### config.mk
export PLATFORM = sky130hd
export DESIGN_NAME = accum_stage
export DESIGN_NICKNAME = d
export VERILOG_FILES = /design/src/rtl/accum_stage.sv
export SDC_FILE = /design/constraint.sdc
export NUM_CORES = 1
export LEC_CHECK = 0
export BUFFER_PORTS_ARGS = -buffer_cell sky130_fd_sc_hd__clkbuf_2
export CORE_ASPECT_RATIO = 1.75
export CORE_MARGIN = 10
export CORE_UTILIZATION = 49
export CTS_CLUSTER_SIZE = 30
export DETAILED_ROUTE_END_ITERATION = 10
export GPL_TIMING_DRIVEN = 0
export PLACE_DENSITY = 0.77
export SYNTH_ARGS = -nofsm -noshare
export SYNTH_HDL_FRONTEND = slang
export SYNTH_SLANG_ARGS = --single-unit
### constraint.sdc
create_clock -name clk -period 2.4 [get_ports clk]
set_input_delay 0.36 -clock clk [delete_from_list [all_inputs] [get_ports clk]]
set_output_delay 0.36 -clock clk [all_outputs]
set_load 0.005 [all_outputs]
### src/rtl/accum_stage.sv
// accum_stage: sequential reduction stage behind the 32-bit multiplier.
// It accepts LEN products over a valid/ready handshake and sums them
// modulo 2^WIDTH. The carry is dropped, which is the same wrap rule the
// combinational adder uses. The stage then holds one registered result
// until downstream takes it.
module accum_stage #(
   parameter int WIDTH = 32,
   parameter int LEN_W = 8
) (
   input  logic             clk,
   input  logic             reset,
   input  logic             start,
   input  logic [LEN_W-1:0] len,
   input  logic             in_valid,
   input  logic [WIDTH-1:0] in_data,
   output logic             in_ready,
   output logic             out_valid,
   output logic [WIDTH-1:0] out_data,
   input  logic             out_ready,
   output logic             busy
);

   typedef enum logic [1:0] {
      IDLE  = 2'd0,
      ACCUM = 2'd1,
      DONE  = 2'd2
   } state_e;

   state_e           state_q, state_d;
   logic [WIDTH-1:0] acc_q, acc_d;
   logic [LEN_W-1:0] cnt_q, cnt_d;
   logic             accept;
   logic             last_term;

   // A term is taken only while accumulating. in_ready comes from the state alone.
   assign accept    = in_valid && (state_q == ACCUM);
   assign last_term = (cnt_q == LEN_W'(1));

   // State, accumulator and remaining-count registers with synchronous reset.
   always_ff @(posedge clk) begin
      // NOTE: sequential state uses non-blocking assignments, so every register updates from pre-edge values.
      if (reset) begin
         state_q <= IDLE;
         acc_q   <= '0;
         cnt_q   <= '0;
      end else begin
         state_q <= state_d;
         acc_q   <= acc_d;
         cnt_q   <= cnt_d;
      end
   end

   // Next-state logic. start is only looked at in IDLE; a start in any other state is dropped.
   always_comb begin
      // NOTE: the default assignment first means every path assigns state_d, so no latch is inferred.
      state_d = state_q;
      unique case (state_q)
         IDLE: begin
            if (start) begin
               state_d = (len == '0) ? DONE : ACCUM;
            end
         end
         ACCUM: begin
            if (accept && last_term) begin
               state_d = DONE;
            end
         end
         DONE: begin
            if (out_ready) begin
               state_d = IDLE;
            end
         end
         default: state_d = IDLE;
      endcase
   end

   // Datapath. Clear and load on start, then add each accepted term with the carry dropped.
   always_comb begin
      acc_d = acc_q;
      cnt_d = cnt_q;
      if ((state_q == IDLE) && start) begin
         acc_d = '0;
         if (len != '0) begin
            cnt_d = len;
         end
      end else if (accept) begin
         acc_d = acc_q + in_data;
         cnt_d = cnt_q - LEN_W'(1);
      end
   end

   // Outputs are decoded from registered state only. out_data is the accumulator itself.
   always_comb begin
      in_ready  = 1'b0;
      out_valid = 1'b0;
      busy      = 1'b0;
      unique case (state_q)
         IDLE:  ;
         ACCUM: begin
            in_ready = 1'b1;
            busy     = 1'b1;
         end
         DONE: begin
            out_valid = 1'b1;
            busy      = 1'b1;
         end
         default: ;
      endcase
      out_data = acc_q;
   end

endmodule

==> results.tsv, run 1 <==
stage	metric	value	unit
clock_tree	clock_path_buffers	2	
global_routing	grt_first_pass_wirelength	15900	um
route	dr_total_vias	3564	
route	drt_iter0_drc	160	
synthesis	ys_types	49	
critical_path	path_cells	ha_4 -> fa_2 -> a21oi_4 -> o211ai_1 -> a31oi_2 -> a211oi_2 -> nor2_2 -> o21ai_2 -> buf_6 -> a31oi_4 -> mux2i_1 -> nand2_1	
run_status	violations	negative setup slack	
synthesis	ys.flop_type	dfxtp_1	
synthesis	syn-mean-instance-area	7.539	um2
clock_tree	clk_pin_slew_worst_paths	60	ps
critical_path	start_kind	flip-flop	
timing	drv_slew	0	
pwr	powerDensity	526.3	nW/um2
critical_path	required	2590	ps
finish	regArea	859.6	um2
place	place_congestion	0.9132	
finish	n_antenna_cell	0	
global_routing	grt_remaining_overflow	0	
synthesis	synth.top_cell.area_share	25.94	%
min_path	holdCritPathClass	input port to flip-flop	
finish	drive_above_1_share	32.58	%
synthesis	syn_area	3242	um2
floorplan	core.rowCount	39	
floorplan	dieArea	10400	um2
timing	fin_skew	8.371	ps
route	drtPass1Iterations	4	
finish	filler_cell_count	551	
route	route.detailed.drc	0	
floorplan	boundaryPins	80	
timing	fin_crit_sh	101.6	%
floorplan	core	6490	um2
finish	nNetsFinal	612	
global_routing	grt_pass1_vias	3584	
critical_path	crit_buf_inv	1	
finish	area_growth	35.43	%
place	place_area	3752	um2
synthesis	ys_top_cells_by_area	dfxtp_1 26%, ha_1 14%, a21oi_1 9.9%	
critical_path	cpMaxStageDelayCell	fa_2	
clock_tree	cts_buffers	5	
place	place_ws	-332.5	ps
route	ant_nets	0	
floorplan	die_h	127.6	um
timing	tightest_slew	574.3	ps
timing	setup_violations	3	
critical_path	path_delay_family	compound AO/OA/AOI/OAI gates	
timing	relSlewSlack	61.71	%
critical_path	cp-end-kind	flip-flop	
clock_tree	h-tree-depth	2	
place	dp.final_hpwl	7465	um
synthesis	ys_seq_area_share	25.94	%
finish	layout.cells.non_filler	613	
timing	rsz0062_at_grt	true	
clock_tree	clock_latency	290	ps
pwr	power_leakage	1.854	nW
run_status	status	finished with violations	
synthesis	synth_top_area_cell	dfxtp_1	
floorplan	die_w	81.49	um
synthesis	synth_common_cells	77 x nand2_1, 64 x a21oi_1, 42 x dfxtp_1	
clock_tree	cts_tree	yes	
synthesis	synth-seq-cells	42	
route	vias_per_cell	5.814	
global_routing	grt_usage	18.70	%
synthesis	synth-async-reset-ratio	0	%
global_routing	grt_max_degree	13	
timing	fmax	0.4103	GHz
critical_path	path_class	flip-flop to flip-flop	
pwr	vdd_ir_drop_max	0.0004458	V
timing	period_minus_slack	2437	ps
route	wire_per_inst	16.24	um
floorplan	start_util	49.95	%
synthesis	postSynthCellCount	430	
finish	fin_area	4390	um2
critical_path	cp_max_fo	3	
clock_tree	cts_root_buf	clkbuf_16	
timing	timing_hold_violations_final	0	
finish	multi_input_comb_area	2654	um2
critical_path	slowest_delay	370	ps
synthesis	synth_most_common_cell	nand2_1	
timing	hold_ws	303.6	ps
clock_tree	clkSinkCount	42	
synthesis	yosys_warnings	0	
place	place_inst	591	
synthesis	synth-edff-count	0	
global_routing	antenna_found_initial	0	
clock_tree	hold_buffers	0	
synthesis	syn-num-nets	512	
place	io_buffer_count	79	
timing	finalWorstSetupSlack	-37.23	ps
job	drv_cap	0	
critical_path	crit_arrival	2620	ps
route	drt_wl_total	9956	um
[cell usage in the layout (no fill, tap or decap), types with 3 or more instances in the layout]
cell type | netlist | final
a211oi_1 | 11 | 9
a211oi_2 | 2 | 4
a21o_1 | 6 | 6
a21oi_1 | 64 | 54
a21oi_2 | 2 | 10
a31oi_1 | 7 | 5
and2_1 | 3 | 3
buf_4 | 0 | 12
clkbuf_1 | 11 | 11
clkbuf_16 | 0 | 5
clkbuf_2 | 0 | 81
dfxtp_1 | 42 | 27
dfxtp_2 | 0 | 15
ha_1 | 36 | 17
ha_2 | 0 | 3
ha_4 | 0 | 16
inv_1 | 18 | 18
mux2i_1 | 3 | 3
nand2_1 | 77 | 76
nand2b_1 | 5 | 5
nand3_1 | 12 | 12
nor2_1 | 26 | 25
nor3_1 | 8 | 8
nor4_1 | 8 | 8
o21ai_0 | 13 | 10
o21ai_1 | 7 | 7
o21ai_2 | 3 | 5
or3_1 | 3 | 3
or4_1 | 3 | 3
xnor2_1 | 17 | 16
xor2_1 | 8 | 8
[worst reg2reg max path, cell delays in order, from the launching register on]
cell and delay, ps:
dfxtp_2 330, ha_4 160, fa_2 370, a21oi_4 150, o211ai_1 110, a31oi_2 300, a211oi_2 150, nor2_2 160
o21ai_2 110, buf_6 140, a31oi_4 120, mux2i_1 190, nand2_1 60
[final timing paths]
| kind | endpoint | startpoint | depth (start not counted) | slack, ps |
|---|---|---|---|---|
| hold reg to reg | out_data[23] | out_data[23] | 2 | 480 |
| setup reg to reg | out_data[24] | out_data[0] | 12 | -40 |
| hold / removal | cnt_q[0] | len[0] | 3 | 300 |
| setup / recovery | out_data[24] | out_data[0] | 12 | -40 |
[kinds of logic (layout without fill, tap and decap cells)]
logic type / Yosys count / count (layout) / share of synthesized area, %
DFF: 42 / 42 / 25.94
xor gates and xnor gates: 25 / 25 / 6.754
muxes: 3 / 3 / 0.9263
adders and majority gates: 37 / 37 / 14.51
AOI/OAI and AO/OA: 133 / 133 / 25.55
buffers and inverters: 31 / 132 / 3.589
and+or+nand+nor: 159 / 159 / 22.73
[routing by layer]
| layer | wire (um) | vias to the layer above | GRT usage [%] | share of wire, % |
|---|---|---|---|---|
| met5 | 0 | - | 0 | 0 |
| met4 | 284 | 0 | 7.779 | 2.9 |
| met3 | 539 | 23 | 3.933 | 5.4 |
| met2 | 5504 | 106 | 35.92 | 55 |
| met1 | 3628 | 1683 | 18.02 | 36 |
| li1 | - | 1752 | - | - |
[area by class of cell]
cell class                      instances  share of cell area [%]
Inverter                               18                   1.539
Clock inverter                          1                  0.1140
Clock buffer                            7                   3.249
Sequential cell                        42                   19.58
Timing Repair Buffer                   93                   11.57
Multi-Input combinational cell        357                   60.44
Buffer                                 13                   1.168
Tap cell                               82                   2.337
[state kept, by name (all words and copies together), names as in the netlist]
signal    cells
out_data     32
state_q       2
cnt_q         8
[per-stage QoR]
step	util [%]	TNS (ps)	total power [mW]
3_5_place_dp	57.82	-2460	1.516
2_1_floorplan	-	0	1.301
6_report	67.65	-53.17	2.311
3_3_place_gp	57.82	-2248	1.495
4_1_cts	64.12	-33.42	2.264
5_1_grt	67.65	-846.3	2.434
[power by group]
part	leakage (nW)	switching (mW)	internal, mW
logic	1.43	0.454	0.332
clock network	0.0739	0.296	0.413
registers	0.349	0.0580	0.757
[repair_timing]
action                                  CTS  global route
pin swaps                                11            16
buffers inserted                          6             9
hold endpoints to repair                  0             0
cloned                                    0             0
gates resized for setup                  31            44
endpoints found under the setup margin    8            27
(Power assumes the default switching activity.)
==> run 2: changes to the inputs <==
Settings changed: CORE_UTILIZATION 49 to 58, PLACE_DENSITY 0.77 to 0.86.
Clock period 2.4 ns to 3.1 ns, I/O delays scaled along.
==> run 2 against run 1 <==
  * The flow now finishes without violations
  * Critical path depth fell by 1
  * Global-route usage grew 1.3 points
  * Via count fell by 4.0%
  * Power down 34%
  * Clock skew grew 3.9 ps
  * Die area is 13% lower
  * Hold slack improved by 110 ps
  * Sequential share of layout area rose by 2.5 points
  * Count of clock-buffer cells in the layout is 1 lower
  * Design area fell by 13%
  * Critical path type unchanged
==> results.tsv, run 2 (same netlist as run 1, synthesis figures left out) <==
stage	metric	value	unit	change
route	wire_per_inst	15.50	um	-4.6%
finish	area_growth	17.68	%	
critical_path	r2r_end	out_data[24]		
clock_tree	cts_tree	yes		
critical_path	rrSetupSlack	260	ps	+300 ps
floorplan	core.rowCount	36		-7.7%
critical_path	path_class	flip-flop to flip-flop		
clock_tree	clk_pin_slew_worst_paths	70	ps	about the same
timing	setup_violations	0		-3
timing	rsz0062_at_grt	false		
timing	period_minus_slack	2837	ps	+399.9 ps
pwr	switching_share	36.78	%	+1.8 points
route	wl_met1	3288	um	-9.4%
clock_tree	clkSinkCount	42		unchanged
global_routing	grt_pass1_vias	3533		-1.4%
min_path	min_to	cnt_q[0]		
clock_tree	clock_latency	310	ps	+20 ps
finish	largest_reg_flops	32		unchanged
route	drt_wl_total	9158	um	-8.0%
pwr	clkPwrFrac	24.0	%	-6.7 points
min_path	hp-start	len[0]		
global_routing	grt_first_pass_wirelength	15530	um	-2.3%
finish	drive_above_1_share	19.03	%	-14 points
timing	timing_hold_violations_final	0		unchanged
route	drtPass1Iterations	4		unchanged
place	io_buffer_count	79		unchanged
floorplan	start_util	58.99	%	+9.0 points
floorplan	die_w	76.52	um	-6.1%
critical_path	required	3300	ps	+710 ps
timing	tightest_slew	538.1	ps	-36.20 ps
floorplan	dieArea	9098	um2	-13%
min_path	hold_depth	3		unchanged
job	drv_cap	0		unchanged
route	top_layer_used	met4		
min_path	holdCritPathClass	input port to flip-flop		
route	dr_wl_met2	5073	um	-7.8%
finish	mostFrequentLayoutCells	79 x clkbuf_2, 77 x nand2_1, 64 x a21oi_1		
timing	relSlewSlack	64.13	%	+2.4 points
global_routing	grt_max_degree	12		-1
clock_tree	cts_root_buf	clkbuf_8		
critical_path	crit_arrival	3040	ps	+420 ps
timing	fin_crit_sh	91.52	%	-10 points
clock_tree	h-tree-depth	2		unchanged
timing	fin_skew	12.26	ps	+3.889 ps
pwr	power_leakage	1.727	nW	-6.8%
clock_tree	cts_buffers	5		unchanged
global_routing	grt_remaining_overflow	0		unchanged
critical_path	r2r_cells	11		-1
timing	fmax	0.3525	GHz	-14%
pwr	powerDensity	402.1	nW/um2	-24%
pwr	power_switching	0.5641	mW	-30%
critical_path	crit_start	out_data[0]		
floorplan	boundaryPins	80		unchanged
pwr	vdd_ir_drop_max	0.0003125	V	-30%
pwr	power_frac_seq	40.8	%	+5.5 points
global_routing	antenna_found_initial	0		unchanged
place	place_area	3732	um2	-0.53%
clock_tree	cts_setup_buffers	0		-6
finish	fin_area	3815	um2	-13%
route	drt_iter0_drc	163		+1.9%
finish	n_antenna_cell	0		unchanged
finish	nNetsFinal	598		-2.3%
critical_path	r2r-start	out_data[0]		
route	ant_nets	0		unchanged
route	wl_met3	537	um	-0.37%
timing	drv_slew	0		unchanged
floorplan	core	5495	um2	-15%
clock_tree	clock_path_buffers	2		unchanged
pwr	combinationalPowerShare	35.2	%	+1.2 points
critical_path	cp_max_fo	4		+1
critical_path	start_kind	flip-flop		
run_status	status	finished, final reports clean		
route	dr_total_vias	3422		-4.0%
floorplan	die_h	118.9	um	-6.8%
route	route.detailed.drc	0		unchanged
place	dp.final_hpwl	7478	um	+0.18%
clock_tree	cts_resized	0		-100%
clock_tree	hold_buffers	0		unchanged
route	vias_per_cell	5.790		-0.41%
timing	setup_tns	0	ps	+53.17 ps
finish	final_common_cell	clkbuf_2		
pwr	intPower	0.9697	mW	-35%
place	place_congestion	0.9060		-0.79%
critical_path	cp-end-kind	flip-flop		
global_routing	grt_usage	19.95	%	+1.3 points
-- run 2: critical path: stages (launching register included) --
cell      delay (ps)
dfxtp_1          330
ha_1             210
fa_1             410
a21oi_1          270
o211ai_1         120
a31oi_1          410
a211oi_2         160
nor2_1           210
o21ai_2          110
a31oi_1          220
mux2i_1          200
nand2_1           60
-- run 2: cell type report --
cell class,instances,area [um2]
Buffer,13,48.80
Multi-Input combinational cell,357,2285
Inverter,18,67.56
Timing Repair Buffer,79,395.4
Tap cell,76,95.09
Fill cell,504,1680
Sequential cell,42,840.8
Clock buffer,6,82.58
-- run 2: power groups by stage --
stage	Clock (mW)	Sequential [mW]	Combinational [mW]
after detailed placement	0	0.637	0.535
after global routing	0.382	0.631	0.606
after CTS	0.369	0.625	0.538
final	0.368	0.626	0.539
after global placement	0	0.634	0.516
after floorplan	0	0.628	0.378
-- run 2: layer usage --
layer  global-route usage [%]  up-vias
met5                        0        -
met4                    9.579        0
met3                    5.120       22
met2                    39.32       94
met1                    18.15     1591
li1                         -     1715
-- run 2: metrics by stage --
stage          hold WS (ps)  total power [mW]  worst slack, ps  cells  util (%)
2_1_floorplan         452.0             1.006            440.9    430         -
3_3_place_gp          458.0             1.150            66.14    585     67.92
3_5_place_dp          463.9             1.172            30.62    585     67.92
4_1_cts               412.6             1.532            265.3    591     69.42
5_1_grt               412.4             1.619            19.68    591     69.42
6_report              415.7             1.534            262.9    591     69.42
-- run 2: worst max path at each step --
stage                        end  slack, ps  cells past startpoint
finish              out_data[24]        260                     11
global placement    out_data[24]         70                     12
detailed placement  out_data[30]         30                     12
global route        out_data[30]         20                     11
floorplan           out_data[24]        440                     11
CTS                 out_data[30]        270                     11
==> run 3: changes to the inputs <==
Settings changed: CORE_UTILIZATION 58 to 60, CTS_BUF_LIST set to sky130_fd_sc_hd__clkbuf_8, PLACE_DENSITY 0.86 to 0.88.
==> run 3 against run 2 <==
  * Sequential share of layout area up 0.080 points
  * Via count up 0.73%
  * Clock power up 5.7%
  * Non-clock buffer count unchanged
  * Global-route usage up 0.42 points
  * First-iteration DRC count up 13%
  * Count of clock-buffer cells in the layout unchanged
  * Critical endpoint is now out_data[16]
==> results.tsv, run 3 (same netlist as run 1, synthesis figures left out) <==
stage	metric	value	unit	change
floorplan	core	5255	um2	-4.4%
critical_path	slowest_delay	440	ps	+30 ps
floorplan	die_w	75.57	um	-1.2%
clock_tree	cts_buffers	5		unchanged
global_routing	grt_usage	20.38	%	+0.42 points
timing	setup_tns	0	ps	unchanged
min_path	hold_depth	3		unchanged
place	place_congestion	0.9557		+5.5%
critical_path	cp_max_fo	4		unchanged
global_routing	antenna_found_initial	0		unchanged
clock_tree	cts_tree	yes		
timing	tightest_slew	559.0	ps	+20.88 ps
global_routing	grt_pass1_vias	3451		-2.3%
clock_tree	clk_pin_slew_worst_paths	90	ps	+20 ps
finish	area_growth	17.25	%	
route	dr_total_vias	3447		+0.73%
finish	layout.cells.non_filler	572		-3.2%
floorplan	die_h	117.2	um	-1.4%
critical_path	r2r-start	out_data[0]		
critical_path	cp-end-kind	flip-flop		
timing	fmax	0.3491	GHz	-0.96%
global_routing	grt_max_degree	14		+2
place	io_buffer_count	79		unchanged
critical_path	rrSetupSlack	240	ps	-30 ps
clock_tree	h-tree-depth	2		unchanged
critical_path	cp_common_cell	a21oi_1		
timing	setup_violations	0		unchanged
finish	filler_cell_count	454		-9.9%
critical_path	r2r_cells	11		unchanged
route	drt_iter0_drc	184		+13%
finish	mostFrequentLayoutCells	79 x clkbuf_2, 77 x nand2_1, 64 x a21oi_1		
route	vias_per_cell	6.026		+4.1%
pwr	power_leakage	1.731	nW	+0.24%
critical_path	crit_arrival	3110	ps	+70 ps
clock_tree	cts_resized	0		unchanged
clock_tree	cts_root_buf	clkbuf_8		
floorplan	dieArea	8859	um2	-2.6%
place	dp.final_hpwl	7349	um	-1.7%
finish	nNetsFinal	598		unchanged
timing	relSlewSlack	62.34	%	-1.8 points
clock_tree	cts_setup_buffers	0		unchanged
finish	final_common_cell	clkbuf_2		
route	wire_per_inst	15.74	um	+1.6%
min_path	hp-start	len[0]		
min_path	min_to	cnt_q[0]		
critical_path	start_kind	flip-flop		
critical_path	required	3340	ps	+40 ps
route	route.detailed.drc	0		unchanged
floorplan	boundaryPins	80		unchanged
timing	fin_skew	14.88	ps	+2.621 ps
timing	drv_slew	0		unchanged
timing	fin_crit_sh	92.40	%	+0.89 points
global_routing	grt_remaining_overflow	0		unchanged
route	ant_nets	0		unchanged
clock_tree	clock_path_buffers	2		unchanged
clock_tree	clock_latency	310	ps	about the same
place	place_inst	564		-3.6%
run_status	status	finished, final reports clean		
critical_path	path_cells	ha_1 -> fa_1 -> a21oi_1 -> o211ai_1 -> a31oi_1 -> a21oi_1 -> a21o_1 -> a21oi_1 -> xnor2_1 -> nand2_1 -> a21oi_1		
pwr	vdd_ir_drop_max	0.0003029	V	-3.1%
timing	rsz0062_at_grt	false		
critical_path	path_class	flip-flop to flip-flop		
finish	largest_reg_flops	32		unchanged
floorplan	core.rowCount	35		-2.8%
global_routing	grt_first_pass_wirelength	14680	um	-5.5%
finish	n_antenna_cell	0		unchanged
job	drv_cap	0		unchanged
critical_path	r2r_end	out_data[16]		
clock_tree	hold_buffers	0		unchanged
route	drt_wl_total	9001	um	-1.7%
timing	period_minus_slack	2865	ps	+27.45 ps
floorplan	start_util	61.69	%	+2.7 points
finish	drive_above_1_share	19.34	%	+0.31 points
route	drtPass1Iterations	5		+1
min_path	holdCritPathClass	input port to flip-flop		
timing	timing_hold_violations_final	0		unchanged
critical_path	cpMaxStageDelayCell	a31oi_1		
pwr	powerDensity	407.7	nW/um2	+1.4%
clock_tree	clkSinkCount	42		unchanged
## run 3: cell count changes in the layout (fill, tap and decap cells not counted), sizes merged
cell / previous run / this run
clkinv: 0 / 1
clkinvlp: 0 / 1
## run 3: worst max-delay path: cells and delay by family (launching register included)
family | cells | cell delay [ps]
adders and majority gates | 2 | 620
DFF | 1 | 330
xor gates and xnor gates | 1 | 140
and+or+nand+nor | 1 | 70
AOI/OAI and AO/OA | 7 | 1660
## run 3: power by group
| part | internal, mW | total (mW) | switching [mW] |
|---|---|---|---|
| clock | 0.179 | 0.389 | 0.209 |
| combinational | 0.214 | 0.537 | 0.323 |
| sequential | 0.583 | 0.624 | 0.0404 |
| total | 0.977 | 1.55 | 0.572 |
## run 3: layer usage
layer	part of all wire [%]	vias to the layer above	GRT usage (%)
met5	0	-	0
met4	2.2	0	8.842
met3	5.6	19	3.713
met2	55	114	38.97
met1	38	1592	20.13
li1	-	1722	-
## run 3: final cells by class
class | instances | area (um2) | share of cell area (%)
inverter | 18 | 67.56 | 1.777
buffer | 13 | 48.80 | 1.284
timing repair buffer | 79 | 395.4 | 10.40
sequential | 42 | 840.8 | 22.12
multi-input combinational | 357 | 2285 | 60.11
clock inverter | 2 | 12.51 | 0.3292
clock buffer | 6 | 82.58 | 2.172
tap | 55 | 68.82 | 1.810
## run 3: per-stage QoR
step | util, % | area [um2] | total power [mW] | hold slack (ps) | setup WS [ps]
5_1_grt | 72.33 | 3801 | 1.634 | 412.8 | 55.25
3_3_place_gp | 70.52 | 3706 | 1.150 | 456.7 | 54.55
4_1_cts | 72.33 | 3801 | 1.545 | 393.8 | 256.4
6_report | 72.33 | 3801 | 1.550 | 387.5 | 235.5
3_5_place_dp | 70.52 | 3706 | 1.167 | 465.1 | 12.62
2_1_floorplan | - | 3242 | 1.006 | 452.0 | 440.9
## run 3: how the worst max path moves through the flow
stage | from | to | slack, ps | cells after the start
2_1_floorplan | in_data[0] | out_data[24] | 440 | 11
3_3_place_gp | in_data[0] | out_data[24] | 50 | 12
3_5_place_dp | in_data[0] | out_data[24] | 10 | 12
4_1_cts | out_data[0] | out_data[24] | 260 | 11
5_1_grt | out_data[0] | out_data[30] | 60 | 11
6_report | out_data[0] | out_data[16] | 240 | 11
